$ cat config.mk
export PLATFORM = sky130hd
export DESIGN_NAME = sim_test_monitor_flat
export DESIGN_NICKNAME = d
export VERILOG_FILES = /design/src/rtl/sim_test_monitor_pkg.sv /design/src/rtl/sim_test_monitor_if.sv /design/src/rtl/sim_test_monitor_wfi_detector.sv /design/src/rtl/sim_test_monitor.sv /design/src/flat_wrapper.sv
export SDC_FILE = /design/constraint.sdc
export NUM_CORES = 1
export LEC_CHECK = 0
export ABC_AREA = 1
export CAP_MARGIN = 30
export CORE_AREA = 2 2 109 111
export DETAILED_ROUTE_END_ITERATION = 6
export DIE_AREA = 0 0 111 113
export PLACE_DENSITY = 0.85
export SYNTH_ARGS = -nofsm -noshare
export SYNTH_HDL_FRONTEND = slang
export SYNTH_HIERARCHICAL = 1
export SYNTH_SLANG_ARGS = --single-unit
$ cat constraint.sdc
create_clock -name clk -period 2.1 [get_ports clk]
set_input_delay 0.42 -clock clk [delete_from_list [all_inputs] [get_ports clk]]
set_output_delay 0.42 -clock clk [all_outputs]
set_load 0.02 [all_outputs]
$ cat src/rtl/sim_test_monitor_pkg.sv
// Shared definitions for the end-of-test monitor: the WFI encoding, FSM states
// and the helper that locates a hart's slice in the packed per-hart buses.
package sim_monitor_pkg;
  localparam logic [31:0] WFI_OPCODE = 32'h1050_0073;

  typedef enum logic [1:0] {RUN, FINISHED, TIMED_OUT} mon_state_e;

  function automatic int unsigned hart_lsb(input int unsigned h, input int unsigned xlen);
    return h * xlen;
  endfunction
endpackage

$ cat src/rtl/sim_test_monitor_if.sv
// Bench-side bus of the monitor: per-hart trace inputs and the status it reports.
interface sim_test_monitor_if #(
  parameter int NUM_HARTS = 1,
  parameter int XLEN      = 32,
  parameter int CNT_W     = 32
);
  logic [NUM_HARTS*XLEN-1:0] instr;
  logic [NUM_HARTS*XLEN-1:0] a0;
  logic [NUM_HARTS-1:0]      hart_done;
  logic [NUM_HARTS*XLEN-1:0] hart_result;
  logic                      done;
  logic                      pass;
  logic                      timeout;
  logic [CNT_W-1:0]          cycle_count;

  modport master (output instr, a0,
                  input  hart_done, hart_result, done, pass, timeout, cycle_count);
  modport slave  (input  instr, a0,
                  output hart_done, hart_result, done, pass, timeout, cycle_count);
endinterface

$ cat src/rtl/sim_test_monitor_wfi_detector.sv
// One hart: counts consecutive WFI samples, then latches a0 and a sticky done.
module hart_wfi_detector
  import sim_monitor_pkg::*;
#(
  parameter int XLEN          = 32,
  parameter int STABLE_CYCLES = 4
) (
  input  logic            clk,
  input  logic            reset,
  input  logic            en,
  input  logic [XLEN-1:0] instr,
  input  logic [XLEN-1:0] a0,
  output logic            done_o,
  output logic            done_d_o,
  output logic [XLEN-1:0] result_o
);
  localparam logic [7:0] LAST = 8'(STABLE_CYCLES - 1);

  logic [7:0]      cnt_q, cnt_d;
  logic            done_q, done_d;
  logic [XLEN-1:0] res_q, res_d;
  logic            is_wfi;

  assign is_wfi = (instr == XLEN'(WFI_OPCODE));

  always_comb begin
    cnt_d  = cnt_q;
    done_d = done_q;
    res_d  = res_q;
    // once finished (or the monitor has stopped) everything holds
    if (en && !done_q) begin
      if (!is_wfi) begin
        cnt_d = '0;
      end else if (cnt_q == LAST) begin
        done_d = 1'b1;
        res_d  = a0;
      end else begin
        cnt_d = cnt_q + 8'd1;
      end
    end
  end

  always_ff @(posedge clk) begin
    if (reset) begin
      cnt_q  <= '0;
      done_q <= 1'b0;
      res_q  <= '0;
    end else begin
      cnt_q  <= cnt_d;
      done_q <= done_d;
      res_q  <= res_d;
    end
  end

  assign done_o   = done_q;
  assign done_d_o = done_d;
  assign result_o = res_q;
endmodule

$ cat src/rtl/sim_test_monitor.sv
// End-of-test monitor: per-hart WFI detectors, cycle counter, watchdog and
// the RUN/FINISHED/TIMED_OUT decision reported to the harness.
module sim_test_monitor
  import sim_monitor_pkg::*;
#(
  parameter int              NUM_HARTS      = 1,
  parameter int              XLEN           = 32,
  parameter int              STABLE_CYCLES  = 4,
  parameter longint unsigned PASS_CODE      = 0,
  parameter longint unsigned TIMEOUT_CYCLES = 1000000,
  parameter int              CNT_W          = 32
) (
  input logic               clk,
  input logic               reset,
  sim_test_monitor_if.slave bus
);
  localparam logic [XLEN-1:0]  PASS_X  = XLEN'(PASS_CODE);
  localparam logic [CNT_W-1:0] TO_LAST = CNT_W'(TIMEOUT_CYCLES - 1);
  localparam logic             WDOG_EN = (TIMEOUT_CYCLES != 0);

  mon_state_e                state_q, state_d;
  logic [CNT_W-1:0]          cnt_q, cnt_d;
  logic                      done_q, done_d;
  logic                      pass_q, pass_d;
  logic                      to_q, to_d;
  logic [NUM_HARTS-1:0]      hart_done, hart_done_nxt;
  logic [NUM_HARTS*XLEN-1:0] hart_res;
  logic                      all_pass;

  for (genvar h = 0; h < NUM_HARTS; h++) begin : g_hart
    hart_wfi_detector #(.XLEN(XLEN), .STABLE_CYCLES(STABLE_CYCLES)) u_det (
      .clk      (clk),
      .reset    (reset),
      .en       (state_q == RUN),
      .instr    (bus.instr[hart_lsb(h, XLEN) +: XLEN]),
      .a0       (bus.a0[hart_lsb(h, XLEN) +: XLEN]),
      .done_o   (hart_done[h]),
      .done_d_o (hart_done_nxt[h]),
      .result_o (hart_res[hart_lsb(h, XLEN) +: XLEN])
    );
  end

  always_comb begin
    all_pass = 1'b1;
    for (int h = 0; h < NUM_HARTS; h++)
      if (hart_res[h*XLEN +: XLEN] != PASS_X) all_pass = 1'b0;
  end

  always_comb begin
    state_d = state_q;
    cnt_d   = cnt_q;
    done_d  = done_q;
    pass_d  = pass_q;
    to_d    = to_q;
    if (state_q == RUN) begin
      if (&hart_done) begin
        state_d = FINISHED;
        done_d  = 1'b1;
        pass_d  = all_pass;
      end else if (WDOG_EN && cnt_q == TO_LAST && !(&hart_done_nxt)) begin
        // a last hart completing on this very edge defers to FINISHED next cycle
        state_d = TIMED_OUT;
        to_d    = 1'b1;
        done_d  = 1'b1;
        pass_d  = 1'b0;
      end else if (cnt_q != '1) begin
        cnt_d = cnt_q + CNT_W'(1);
      end
    end
  end

  always_ff @(posedge clk) begin
    if (reset) begin
      state_q <= RUN;
      cnt_q   <= '0;
      done_q  <= 1'b0;
      pass_q  <= 1'b0;
      to_q    <= 1'b0;
    end else begin
      state_q <= state_d;
      cnt_q   <= cnt_d;
      done_q  <= done_d;
      pass_q  <= pass_d;
      to_q    <= to_d;
    end
  end

  assign bus.hart_done   = hart_done;
  assign bus.hart_result = hart_res;
  assign bus.done        = done_q;
  assign bus.pass        = pass_q;
  assign bus.timeout     = to_q;
  assign bus.cycle_count = cnt_q;
endmodule

$ cat src/flat_wrapper.sv
// flat-port wrapper written by rule: the top's interface ports become plain ports
module sim_test_monitor_flat import sim_monitor_pkg::*;
#(
  parameter int              NUM_HARTS      = 1,
  parameter int              XLEN           = 32,
  parameter int              STABLE_CYCLES  = 4,
  parameter longint unsigned PASS_CODE      = 0,
  parameter longint unsigned TIMEOUT_CYCLES = 1000000,
  parameter int              CNT_W          = 32
)
  (clk, reset, bus_instr, bus_a0, bus_hart_done, bus_hart_result, bus_done, bus_pass, bus_timeout, bus_cycle_count);
  sim_test_monitor_if #(.NUM_HARTS(NUM_HARTS), .XLEN(XLEN), .CNT_W(CNT_W)) bus_i ();
  input logic clk;
  input logic reset;
  input wire logic [$bits(bus_i.instr)-1:0] bus_instr;
  input wire logic [$bits(bus_i.a0)-1:0] bus_a0;
  output wire logic [$bits(bus_i.hart_done)-1:0] bus_hart_done;
  output wire logic [$bits(bus_i.hart_result)-1:0] bus_hart_result;
  output wire logic [$bits(bus_i.done)-1:0] bus_done;
  output wire logic [$bits(bus_i.pass)-1:0] bus_pass;
  output wire logic [$bits(bus_i.timeout)-1:0] bus_timeout;
  output wire logic [$bits(bus_i.cycle_count)-1:0] bus_cycle_count;
  assign bus_i.instr = bus_instr;
  assign bus_i.a0 = bus_a0;
  assign bus_hart_done = bus_i.hart_done;
  assign bus_hart_result = bus_i.hart_result;
  assign bus_done = bus_i.done;
  assign bus_pass = bus_i.pass;
  assign bus_timeout = bus_i.timeout;
  assign bus_cycle_count = bus_i.cycle_count;
  sim_test_monitor #(.NUM_HARTS(NUM_HARTS), .XLEN(XLEN), .STABLE_CYCLES(STABLE_CYCLES), .PASS_CODE(PASS_CODE), .TIMEOUT_CYCLES(TIMEOUT_CYCLES), .CNT_W(CNT_W)) u_core (.clk(clk), .reset(reset), .bus(bus_i));
endmodule
After elaboration in Yosys (flattened, before gate mapping)
Cells that the tools add are included.
Widths: inputs -> output; s select.
{ "op_classes": {"n_eq_ne": 5, "addsub": 2, "n_reduce_logical": 12, "mux": 12, "n_bitwise": 2} }
{ "op_table": {"columns": ["op", "count"], "rows": [
  ["$add 32x1->32 const B", 1],
  ["$eq 32x20->1 const B", 1],
  ["$eq 32x29->1 const B", 1],
  ["$ne 32x32->1 const B", 1],
  ["$reduce_bool 32->1", 1],
  ["$mux 8", 2],
  ["$add 8x1->8 const B", 1],
  ["$eq 8x2->1 const B", 1],
  ["$mux 1", 8],
  ["$reduce_and 3->1", 2],
  ["$mux 2", 2],
  ["$reduce_and 2->1", 2],
  ["$reduce_and 4->1", 1],
  ["$logic_and 1x1->1", 2],
  ["$logic_not 1->1", 2],
  ["$logic_not 2->1", 1],
  ["$ne 2x2->1 const B", 1],
  ["$not 1->1", 2],
  ["$reduce_bool 2->1", 1]
]} }
{ "totals": {"output_inout_bits": 68, "register_bits": 78} }

Depth between registers and ports, before layout
{ "logic_depth": {"word_depth": 8, "mapped_depth": 19, "depth_no_buf": 18} }

By module
Netlist, hierarchy kept.
{ "by_module_without_submodules": {"columns": ["module", "cells_per_inst", "area_each_um2", "instances", "seq_area_each_um2"], "rows": [
  ["sim_test_monitor", 458, 2630.0, 1, 740.7],
  ["hart_wfi_detector", 340, 2263.4, 1, 820.8]
]} }

Worst setup path after synthesis
OpenSTA, ideal clock, no wires.
{ "synth_path": {"kind": "flip-flop to flip-flop", "start": "register u_core.g_hart[0].u_det.cnt_q[0]", "end": "register u_core.cnt_q[27] (netlist: u_core/bus.cycle_count[27])", "stages_incl_launch_ff": 17, "setup_time_ns": 0.113, "path_buffers": 2, "slack_ns": -0.103, "arrival_ns": 2.090, "t_required_ns": 1.987, "cell_sequence": "dfxtp_1 -> ha_1 -> nand2_1 -> nor3_4 -> buf_6 -> nand3_2 -> nand2_1 -> nor2_1 -> nand2_1 -> inv_1 -> nand2_1 -> nor2_1 -> nand3_2 -> buf_2 -> nand4_1 -> nand2_1 -> nor2_1"} }
{ "synth_between": {"elab_chain_len": 8} }
{ "synth_rtl": {"columns": ["item", "line", "source"], "rows": [
  ["start, declared", "sim_test_monitor_wfi_detector.sv:19", "logic [7:0] cnt_q, cnt_d;"],
  ["start signal, assigned", "sim_test_monitor_wfi_detector.sv:49", "cnt_q <= cnt_d;"],
  ["$eq 8x2->1", "sim_test_monitor_wfi_detector.sv:34", "end else if (cnt_q == LAST) begin"],
  ["$mux 1", "sim_test_monitor_wfi_detector.sv:34", null],
  ["$mux 1", "sim_test_monitor_wfi_detector.sv:32", "if (!is_wfi) begin"],
  ["$mux 1", "sim_test_monitor_wfi_detector.sv:31", "if (en && !done_q) begin"],
  ["named net u_core.hart_done_nxt", "sim_test_monitor.sv:26", "logic [NUM_HARTS-1:0] hart_done, hart_done_nxt;"],
  ["$logic_not 1->1", "sim_test_monitor.sv:60", "end else if (WDOG_EN && cnt_q == TO_LAST && !(&hart_done_nxt)) begin"],
  ["$logic_and 1x1->1", "sim_test_monitor.sv:60", null],
  ["$not 1->1 (no source line)", null, null],
  ["$reduce_and 4->1 (no source line)", null, null],
  ["end signal, assigned", "sim_test_monitor.sv:81", "cnt_q <= cnt_d;"],
  ["end, declared", "sim_test_monitor.sv:22", "logic [CNT_W-1:0] cnt_q, cnt_d;"]
]} }
The timed path passes the listed nets, and every way through them passes these cells.
A chain may end at the register's enable or synchronous reset.

Final worst setup path
{ "layout_path": {"start": "input port bus_instr[10]", "end": "register u_core.cnt_q[16] (netlist: u_core/bus.cycle_count[16])"} }
{ "layout_between": {"elab_chain_len": 7} }
{ "layout_rtl": {"columns": ["item", "line", "source"], "rows": [
  ["start, declared", "flat_wrapper.sv:15", "input wire logic [$bits(bus_i.instr)-1:0] bus_instr;"],
  ["$eq 32x29->1", "sim_test_monitor_wfi_detector.sv:24", "assign is_wfi = (instr == XLEN'(WFI_OPCODE));"],
  ["$mux 1", "sim_test_monitor_wfi_detector.sv:32", null],
  ["$mux 1", "sim_test_monitor_wfi_detector.sv:31", null],
  ["named net u_core.hart_done_nxt", "sim_test_monitor.sv:26", null],
  ["$logic_not 1->1", "sim_test_monitor.sv:60", null],
  ["$logic_and 1x1->1", "sim_test_monitor.sv:60", null],
  ["$not 1->1 (no source line)", null, null],
  ["$reduce_and 4->1 (no source line)", null, null]
]} }
The timed path passes the listed nets, and every way through them passes these cells.

==> impl_results.md <==
* Slew @ Worst Pin at about 0.5 ns
* Final std cells w/o fill at around 1,100
* Largest net degree at the start of global routing at 43
* Footprint of the multi-input gates at between 0.002 and 0.003 sq mm
* # IOs at 134
* Placer Congestion at 0.961
* Site Rows at 39
* FF+latch count, synth at 78
* Vias in the first global route at about 5,500
* Final Cycle Share at 0.932
* Final WS setup at between 0.1 and 0.15 ns
* Clk_lat worst skew at 0.34 ns
* WL final at 15.2 mm
* Syn Inst Count at 798
* Power per cell area at 478 mW/mm^2
* R2r setup slk at around 0.16 ns
* Synth cell types at 29
* Router iterations before antenna repair at 5
* Share of cells above drive strength 1 at 0.138
* N_diodes at 0
* Final Power at between 0.003 and 0.004 W
* Unrepaired setup endpoints after global routing: true
* Layout Skew at ~0.0080 ns
* Slew Viols, Final at 0
* Min-delay src: u_core/bus.timeout$_SDFFE_PP0P_
* Synthesized Nets at 866
* Wire length per cell at ~13 microns
* Total grt overflow at 0
* Area of the core at roughly 0.011 sq mm
* Reg2reg start: u_core/g_hart[0].u_det/cnt_q[0]$_SDFFE_PP0P_
* Die ar. at approximately 0.013 sq mm
* CTS Root Cell: clkbuf_16
* Leakage at between 3 and 4 nW
* Cts hold-fix bufs at 0
* Buffers on Ports at about 130
* Fillcell total at ~960
* Relative slew slack at 0.668
* Worst setup EP type: flip-flop
* Status: finished, final reports clean
* CP Class: primary input to flip-flop
* Register area at 0.00157 sq mm
* DRC viols at 0
* Iteration-0 DRC Markers at approximately 450
* Syn. warnings at 6
* Post-route ant nets at 0
* Crit path launch type: primary input
* Crit path time final at ~2.0 ns
* F_max at 511 MHz
* Worst slack, placed at -0.451 ns
* CTS sink count at 78
* CP Max Fanout at 18
* Die Span Y at around 110 microns
* DP Cell Count at approximately 1,100
* Initial Utilization at 0.434
* Crit. Startpoint: bus_instr[10]
* Fin. Hold Viols at 0
* Final Setup Violations at 0
* Syn avg cell area at about 6 sq um
* Sequential area share after synthesis at 0.319
* Vias per inst at 5.13
* CTS Buffer Depth at 2
* Initial antenna violation count at 0
* Die span in x at ~110 microns
* Worst EP required at between 2 and 2.5 ns
* Nets at about 1,000
* CTS clk-pin slew, worst paths at around 0.060 ns
* Area of the mapped netlist at between 0.004 and 0.005 sq mm
* TritonCTS clock tree: built
* Layout area overhead at 46.4%
* Vias post-DR at 5,781
* Num CTS Buffers at 9
* Max rail drop VDD at just under 400 uV
* First-pass GRT wire length at between 20 and 30 mm
* CTS H-tree depth at 3
* Hold WS at roughly 0.47 ns
* Max-cap violation count at 0
* HPWL Detailed at between 10 and 15 mm
* Critical path arrival at around 2.2 ns
* Hold WC Path Type: flip-flop to flip-flop
* GRT Util Overall at 0.242
==> per-stage QoR <==
step / setup TNS [ns] / util / cell area [sq um]
floorplan: -0.241 / - / 4930
global placement: -11.54 / 0.591 / 6670
detailed placement: -14.05 / 0.591 / 6670
CTS: 0 / 0.632 / 7130
global route: -0.0414 / 0.635 / 7160
finish: 0 / 0.635 / 7160
==> cells in the mapped netlist (all sizes together) <==
master / number / share of area
buf: 22 / 0.036
nand2: 213 / 0.17
nand4: 66 / 0.084
o21ai: 8 / 0.0082
nand3b: 1 / 0.0015
a21oi: 54 / 0.055
nand3: 46 / 0.060
nor3: 8 / 0.010
inv: 114 / 0.087
xor2: 9 / 0.016
dfxtp: 78 / 0.32
xnor2: 1 / 0.0018
nor2: 164 / 0.13
or2: 1 / 0.0018
clkbuf: 8 / 0.0082
and2: 3 / 0.0038
ha: 2 / 0.0051
==> cell type report <==
type	count	share of cell area
Tap cell	143	0.0250
Timing Repair Buffer	199	0.265
Clock buffer	10	0.0320
Clock inverter	6	0.0121
Multi-Input combinational cell	576	0.387
Sequential cell	78	0.219
Inverter	114	0.0597
==> registers in the layout (all words and copies together) (netlist names) <==
register,count
u_core/g_hart.u_det/result_o,32
u_core/bus.done,1
u_core/state_q,2
u_core/bus.timeout,1
u_core/bus.cycle_count,32
u_core/bus.pass,1
u_core/g_hart.u_det/cnt_q,8
u_core/g_hart.u_det/done_o,1
==> path summary, 6_finish.rpt <==
path | cells past startpoint | end
worst max register to register | 17 | u_core/bus.cycle_count[23]$_SDFFE_PP0P_
worst min register to register | 2 | u_core/bus.timeout$_SDFFE_PP0P_
worst max-delay path | 16 | u_core/bus.cycle_count[16]$_SDFFE_PP0P_
worst min-delay path | 2 | u_core/bus.timeout$_SDFFE_PP0P_
==> layout by cell type, fill, tap and decap left out, types with 6 or more instances in the layout <==
| cell | instances |
|---|---|
| xor2_1 | 9 |
| nor2_1 | 144 |
| clkdlybuf4s50_1 | 100 |
| buf_4 | 56 |
| nor3_1 | 7 |
| clkdlybuf4s15_1 | 15 |
| nand2_1 | 203 |
| nor2_2 | 16 |
| inv_1 | 112 |
| clkbuf_16 | 9 |
| dfxtp_1 | 73 |
| nand2_2 | 6 |
| dlygate4sd2_1 | 11 |
| clkbuf_2 | 6 |
| a21oi_1 | 54 |
| nand4_1 | 66 |
| nand3_1 | 38 |
| buf_12 | 6 |
==> cell families (layout without fill, tap and decap cells) <==
kind of cell / after synthesis / count (layout) / synth area share
xor+xnor: 10 / 10 / 0.0179
fa+ha+maj: 2 / 2 / 0.00511
flops: 78 / 78 / 0.319
simple gates: 502 / 502 / 0.463
buf+inv: 144 / 329 / 0.132
compound gates: 62 / 62 / 0.0634
==> power by group <==
part | internal [W] | switching, W | leakage [nW]
logic | 0.000147 | 0.000108 | 2.24
registers | 0.00148 | 0.00000281 | 0.631
clock network | 0.00104 | 0.000643 | 0.152
==> worst max-delay path, cell delays in order <==
cell,delay (ns)
dlygate4sd2_1,0.25
nor2_1,0.13
nand2_1,0.07
nor2_2,0.10
nand2_2,0.07
nor2_4,0.11
nand3_2,0.10
nand2_2,0.07
nor2_2,0.04
nand2_1,0.07
buf_4,0.11
nor2_2,0.04
nand3_2,0.11
nand3_4,0.21
o21ai_0,0.23
nor2_1,0.06
==> layer usage <==
metal,vias up,wire [microns],global-route usage
met4,0,374,0.0933
met5,-,0,0
met3,36,1390,0.0632
li1,2894,-,-
met1,2583,6070,0.286
met2,268,7340,0.424
==> what timing repair did <==
item	4_1_cts	5_1_grt
setup endpoints to repair	32	36
pin swaps	2	34
gates resized for setup	35	52
cloned	3	0
buffers inserted	10	3
Power figures use the tool's default switching activity.
